--- src/rtl/pwm_gen_bank.sv ---
// pwm_gen_bank: two independent PWM generators (prescaler + 8-bit period
// counter, two compare channels each) routed onto eight registered outputs.
// Duty and divider values are shadowed and only change at a period boundary
// or on restart, so configuration writes never glitch an output mid-period.
module pwm_gen_bank (
  input  logic       clk,
  input  logic       rst,
  input  logic [7:0] en_out,
  input  logic [7:0] en_pwm_out,
  input  logic [7:0] out_3_0_sel,
  input  logic [7:0] out_7_4_sel,
  input  logic [7:0] duty_g0c0,
  input  logic [7:0] duty_g0c1,
  input  logic [7:0] duty_g1c0,
  input  logic [7:0] duty_g1c1,
  input  logic [7:0] freq_div,
  input  logic       restart,
  output logic [7:0] out,
  output logic [1:0] period_start
);

  // First cycle out of reset behaves exactly like a restart pulse.
  logic        first_r;
  logic        restart_s;

  // Per-generator state: prescaler, period counter, shadow divider and duties.
  logic [14:0] p_r        [2];
  logic [7:0]  c_r        [2];
  logic [3:0]  div_sh_r   [2];
  logic [7:0]  duty_sh_r  [2][2];

  // Combinational helpers.
  logic [7:0]  duty_live_s [2][2];
  logic [14:0] mask_s      [2];
  logic [1:0]  tick_s;
  logic [1:0]  bnd_s;
  logic [3:0]  ch_s;
  logic [15:0] sel_all_s;
  logic [7:0]  out_nxt_s;

  // Registered outputs.
  logic [7:0]  out_r;
  logic [1:0]  period_start_r;

  // Prescaler wrap, period boundary, channel compares and output mux.
  always_comb begin
    restart_s         = restart | first_r;
    duty_live_s[0][0] = duty_g0c0;
    duty_live_s[0][1] = duty_g0c1;
    duty_live_s[1][0] = duty_g1c0;
    duty_live_s[1][1] = duty_g1c1;
    sel_all_s         = {out_7_4_sel, out_3_0_sel};
    tick_s            = 2'b00;
    bnd_s             = 2'b00;
    ch_s              = 4'b0000;
    out_nxt_s         = 8'h00;
    for (int k = 0; k < 2; k++) begin
      // A prescale exponent D gives a wrap mask of D low ones.
      mask_s[k]       = ~(15'h7fff << div_sh_r[k]);
      tick_s[k]       = (p_r[k] == mask_s[k]);
      bnd_s[k]        = tick_s[k] & (c_r[k] == 8'd254);
      ch_s[2*k]       = (c_r[k] < duty_sh_r[k][0]);
      ch_s[2*k+1]     = (c_r[k] < duty_sh_r[k][1]);
    end
    for (int i = 0; i < 8; i++) begin
      out_nxt_s[i] = en_out[i] & (en_pwm_out[i] ? ch_s[sel_all_s[2*i +: 2]] : 1'b1);
    end
  end

  // Restart-after-reset flag and the registered output pins.
  always_ff @(posedge clk) begin
    if (rst) begin
      first_r <= 1'b1;
      out_r   <= 8'h00;
    end else begin
      first_r <= 1'b0;
      out_r   <= out_nxt_s;
    end
  end

  // Generator counters, shadow loads and period-start pulses.
  always_ff @(posedge clk) begin
    if (rst) begin
      period_start_r <= 2'b00;
      for (int k = 0; k < 2; k++) begin
        p_r[k]          <= 15'd0;
        c_r[k]          <= 8'd0;
        div_sh_r[k]     <= 4'd0;
        duty_sh_r[k][0] <= 8'h00;
        duty_sh_r[k][1] <= 8'h00;
      end
    end else begin
      for (int k = 0; k < 2; k++) begin
        if (restart_s || bnd_s[k]) begin
          // New period: re-phase and capture the live configuration.
          p_r[k]            <= 15'd0;
          c_r[k]            <= 8'd0;
          div_sh_r[k]       <= freq_div[4*k +: 4];
          duty_sh_r[k][0]   <= duty_live_s[k][0];
          duty_sh_r[k][1]   <= duty_live_s[k][1];
          period_start_r[k] <= 1'b1;
        end else begin
          period_start_r[k] <= 1'b0;
          if (tick_s[k]) begin
            p_r[k] <= 15'd0;
            c_r[k] <= c_r[k] + 8'd1;
          end else begin
            p_r[k] <= p_r[k] + 15'd1;
          end
        end
      end
    end
  end

  assign out          = out_r;
  assign period_start = period_start_r;

endmodule
--- config.mk ---
export PLATFORM = sky130hd
export DESIGN_NAME = pwm_gen_bank
export DESIGN_NICKNAME = d
export VERILOG_FILES = /design/src/rtl/pwm_gen_bank.sv
export SDC_FILE = /design/constraint.sdc
export NUM_CORES = 1
export LEC_CHECK = 0
export CAP_MARGIN = 20
export CORE_AREA = 4 4 133 135
export DETAILED_ROUTE_END_ITERATION = 16
export DIE_AREA = 0 0 137 139
export PLACE_DENSITY_LB_ADDON = 0.12
export SLEW_MARGIN = 0
export SYNTH_ARGS = -nofsm -noshare
export SYNTH_HDL_FRONTEND = slang
export SYNTH_SLANG_ARGS = --single-unit
--- constraint.sdc ---
create_clock -name clk -period 3.8 [get_ports clk]
set_input_delay 0.76 -clock clk [delete_from_list [all_inputs] [get_ports clk]]
set_output_delay 0.76 -clock clk [all_outputs]
set_load 0.01 [all_outputs]
==> summary.txt <==
Run status
  – Outcome: completed

Global route
  – Antenna violations before repair: 0
  – First-pass GRT wire length: 23.8 mm
  – Residual overflow from global routing: 0
  – Gr usage total: 15.7%
  – Pin count of the biggest net entering global routing: 43
  – Highest-utilization routing layer at the global route stage: met2
  – Met2 routing resource usage after global routing: 26.1%
  – Routing usage on met3: around 2.4%
  – Met1 Track Usage GR: 20.5%
  – Number of global-route vias before repair: 4753

Power and ir drop
  – Total net switching power: between 600 and 700 uW
  – Power share of the combinational group: 15.3%
  – Fraction of power consumed by sequential logic: 50.4%
  – Fraction of power spent switching nets: about a quarter
  – Reported leakage power: 0.00277 uW
  – Clk network pwr share: 34.3%
  – Cell Int Power: roughly 1900 uW
  – Pwr/cell area: between 300 and 400 nW/um2
  – Max IR drop VDD: 0.232 mV

Timing
  – Final setup violating endpoints: 0
  – Worst-Margin Slew: 1040 ps
  – Relative slew slack: 30.6%
  – Post-route clock skew: 8.57 ps
  – Fin. Hold Viols: 0
  – Final Max Slew Viols: 0
  – Fin crit period: approximately 3200 ps
  – Setup Total Neg Slack: 0 ps
  – Setup repair after global routing missed its margin: no
  – Max frequency: 0.313 GHz
  – Final critical-path share of the clock period: 84.2%

CTS
  – Maximum level of the CTS H-tree: 3
  – Post-CTS setup repair buffer count: 0
  – Hold Buf Count CTS: 0
  – Resized Gates After CTS: 0
  – Sinks on Clock Net: 97
  – CTS Root Buffer Type: sky130_fd_sc_hd__clkbuf_16
  – Clock Tree Buf Depth: 2
  – Clk_lat worst skew: 350 ps
  – Clock input transition at the sequential cells of the worst setup and hold paths: 70 ps
  – Clock tree from TritonCTS: yes
  – Total clock buffers created by CTS: 9

Logic synthesis
  – Synthesized-area fraction occupied by ao, oa, aoi and oai cells: 13.2%
  – Share of the yosys chip area belonging to registers: 45.3%
  – Commonest cells post-synth: sky130_fd_sc_hd__edfxtp_1, sky130_fd_sc_hd__nor2_1, sky130_fd_sc_hd__a21oi_1
  – Parity-gate share of the synthesized area counting xor and xnor cells: 5.94%
  – Synthesized cell area: 6190 um2
  – Synth cell types: 62
  – Most frequent cell after synthesis: sky130_fd_sc_hd__edfxtp_1
  – Synthesized-area fraction occupied by and/or/nand/nor cells: 21.9%
  – Number of flops mapped to enable cells by yosys: 86
  – Multiplexer share of the synthesized area: 1.29%
  – Synthesized area divided by synthesized cell count: 9.91 um2
  – Main area contributors after synthesis: sky130_fd_sc_hd__edfxtp_1, sky130_fd_sc_hd__ha_1, sky130_fd_sc_hd__nand2b_1
  – Async set-or-reset flop fraction in the synthesized netlist: 0%
  – Predominant post-synthesis flop cell: sky130_fd_sc_hd__edfxtp_1
  – Mapped Cells: ~630
  – Library cell with the largest summed area after synthesis: sky130_fd_sc_hd__edfxtp_1
  – Flip-flop and latch count after synthesis: 97
  – Number of warning messages in the yosys log: 0
  – Largest family of logic cells by synthesized area: simple AND/OR/NAND/NOR gates
  – Area share of the leading cell type in the synthesized netlist: 41.7%
  – Synthesized-area fraction occupied by adder cells: a little under 7%

Setup path
  – Crit. End Element: flip-flop
  – Max incr delay on CP: roughly 600 ps
  – Maximum fanout along the worst path: 15
  – Data arrival time of the critical path: 3260 ps
  – Combined buffer and inverter count along the critical path: 1
  – CP max stage cell: sky130_fd_sc_hd__a2111oi_2
  – Family of cells with the greatest summed delay on the critical path: compound AO/OA/AOI/OAI gates
  – Critical Path Start Type: flip-flop
  – Critical Path, Cell by Cell: nor2_1 > o22ai_1 > a221o_1 > a2111oi_2 > nand3_1 > o31ai_2 > buf_4
  – Required time at the worst-slack endpoint: ~3900 ps
  – Classification of the worst setup path: flip-flop to flip-flop

Die
  – Initial Util: 37.6%
  – Number of placement rows: 47
  – Die Y-Extent: 139 um
  – Core Footprint: around 16000 um2
  – I/O pin count: 85
  – Die Wd: approximately 140 um
  – Area of the die: 19000 um2

Routing
  – First-iteration detailed-routing DRC count: 330
  – Total detailed-routing wirelength: 14.5 mm
  – Via count of the routed design: 4866
  – Average routed wire per standard cell: 15.3 um
  – DRT Pass-1 Iters: 6
  – DRC viols: 0
  – Antenna-violating nets left: 0
  – Via-per-instance ratio: 5.13

Layout
  – Final net count: 833
  – Synth-to-Final Area Change: 22.4%
  – Post-route cell area: 7580 um2
  – Share of layout cells above drive strength 1: 6.31%
  – # diodes: 0

Placed design
  – Final RePlAce weighted congestion: 0.835
  – Placement-stage cell area: about 7300 um2
  – Number of port buffers: 84
  – HPWL reported at the end of detailed placement: 10.8 mm

Flow run
  – Max-capacitance violation count: 0

Hold path
  – Hold Path Class: flip-flop to flip-flop
==> path summary, 6_finish.rpt <==
check	startpoint	to	slack (ps)	depth (start not counted)
worst min-delay path	p_r[0][14]$_SDFFCE_PN0P_	p_r[0][14]$_SDFFCE_PN0P_	660	2
worst max register to register	div_sh_r[0][5]$_SDFFCE_PN0P_	duty_sh_r[1][12]$_SDFFCE_PN0P_	600	7
worst max-delay path	div_sh_r[0][5]$_SDFFCE_PN0P_	duty_sh_r[1][12]$_SDFFCE_PN0P_	600	7
worst min register to register	p_r[0][14]$_SDFFCE_PN0P_	p_r[0][14]$_SDFFCE_PN0P_	660	2
==> worst reg2reg max path, stage by stage (launching register included) <==
cell	delay (ps)
sky130_fd_sc_hd__edfxtp_1	580
sky130_fd_sc_hd__nor2_1	230
sky130_fd_sc_hd__o22ai_1	100
sky130_fd_sc_hd__a221o_1	370
sky130_fd_sc_hd__a2111oi_2	600
sky130_fd_sc_hd__nand3_1	230
sky130_fd_sc_hd__o31ai_2	550
sky130_fd_sc_hd__buf_4	260
==> cell usage in the layout (no fill, tap or decap), types with 6 or more instances in the layout <==
| cell type | Yosys | layout |
|---|---|---|
| sky130_fd_sc_hd__clkbuf_16 | 0 | 9 |
| sky130_fd_sc_hd__buf_4 | 2 | 6 |
| sky130_fd_sc_hd__conb_1 | 1 | 30 |
| sky130_fd_sc_hd__edfxtp_1 | 86 | 86 |
| sky130_fd_sc_hd__ha_1 | 34 | 34 |
| sky130_fd_sc_hd__o21ai_0 | 6 | 6 |
| sky130_fd_sc_hd__nand4_1 | 8 | 8 |
| sky130_fd_sc_hd__nand3_1 | 31 | 31 |
| sky130_fd_sc_hd__nand3b_1 | 9 | 9 |
| sky130_fd_sc_hd__nand2b_1 | 47 | 47 |
| sky130_fd_sc_hd__xnor2_1 | 24 | 24 |
| sky130_fd_sc_hd__nor2_1 | 68 | 68 |
| sky130_fd_sc_hd__nor3_1 | 6 | 6 |
| sky130_fd_sc_hd__xor2_1 | 18 | 18 |
| sky130_fd_sc_hd__a21oi_1 | 54 | 54 |
| sky130_fd_sc_hd__mux2i_1 | 8 | 8 |
| sky130_fd_sc_hd__nand2_1 | 25 | 25 |
| sky130_fd_sc_hd__or3b_2 | 8 | 8 |
| sky130_fd_sc_hd__o22ai_1 | 13 | 13 |
| sky130_fd_sc_hd__dfxtp_1 | 11 | 11 |
| sky130_fd_sc_hd__nor4_1 | 11 | 11 |
| sky130_fd_sc_hd__a311oi_1 | 8 | 8 |
| sky130_fd_sc_hd__clkdlybuf4s50_1 | 0 | 84 |
| sky130_fd_sc_hd__and3_1 | 8 | 8 |
| sky130_fd_sc_hd__inv_1 | 42 | 42 |
==> kinds of logic (layout without fill, tap and decap cells) <==
| logic type | after synthesis | after routing |
|---|---|---|
| adder cells (fa/ha/maj) | 34 | 34 |
| buffers and inverters | 73 | 148 |
| XOR/XNOR | 42 | 42 |
| AO/OA/AOI/OAI | 124 | 124 |
| other | 1 | 30 |
| multiplexers | 8 | 8 |
| AND/OR/NAND/NOR | 246 | 246 |
| flip-flops | 97 | 97 |
==> per-stage QoR <==
| step | util [%] | std cells | hold WS [ps] | worst slack (ps) | total power [uW] |
|---|---|---|---|---|---|
| finish | 46.0 | 949 | 657 | 601 | 2570 |
| global route | 46.0 | 949 | 706 | 393 | 2690 |
| CTS | 46.0 | 949 | 663 | 595 | 2600 |
| detailed placement | 44.3 | 933 | 643 | 595 | 1710 |
| global placement | 44.3 | 933 | 641 | 667 | 1700 |
| floorplan | - | 654 | 568 | 770 | 1540 |
==> routing by layer <==
metal  vias to the layer above  wire (um)
met1                      2312       6570
met4                         0        301
met2                        89       7200
li1                       2445          -
met5                         -          0
met3                        20        409
==> flip-flops by register name, indices dropped and copies added, names as in the netlist <==
| signal | cells |
|---|---|
| duty_sh_r | 32 |
| c_r | 16 |
| div_sh_r | 8 |
| out | 8 |
| p_r | 30 |
| period_start | 2 |
| first_r | 1 |
==> power groups by stage <==
stage	Clock [uW]	Sequential (uW)	Combinational, uW
3_5_place_dp	0	1320	392
3_3_place_gp	0	1320	382
6_report	882	1290	392
2_1_floorplan	0	1280	261
5_1_grt	949	1310	438
4_1_cts	906	1290	395
==> final cells by class <==
cell class              instances  area (um2)
clock buffers                  11         243
flip-flops and latches         97        2800
inverters                      42         158
multi-input cells             484        3170
well taps                     220         275
fillers                      1554        8890
repair buffers                 90         886
clock inverters                 5        37.5
(Power assumes the default switching activity.)
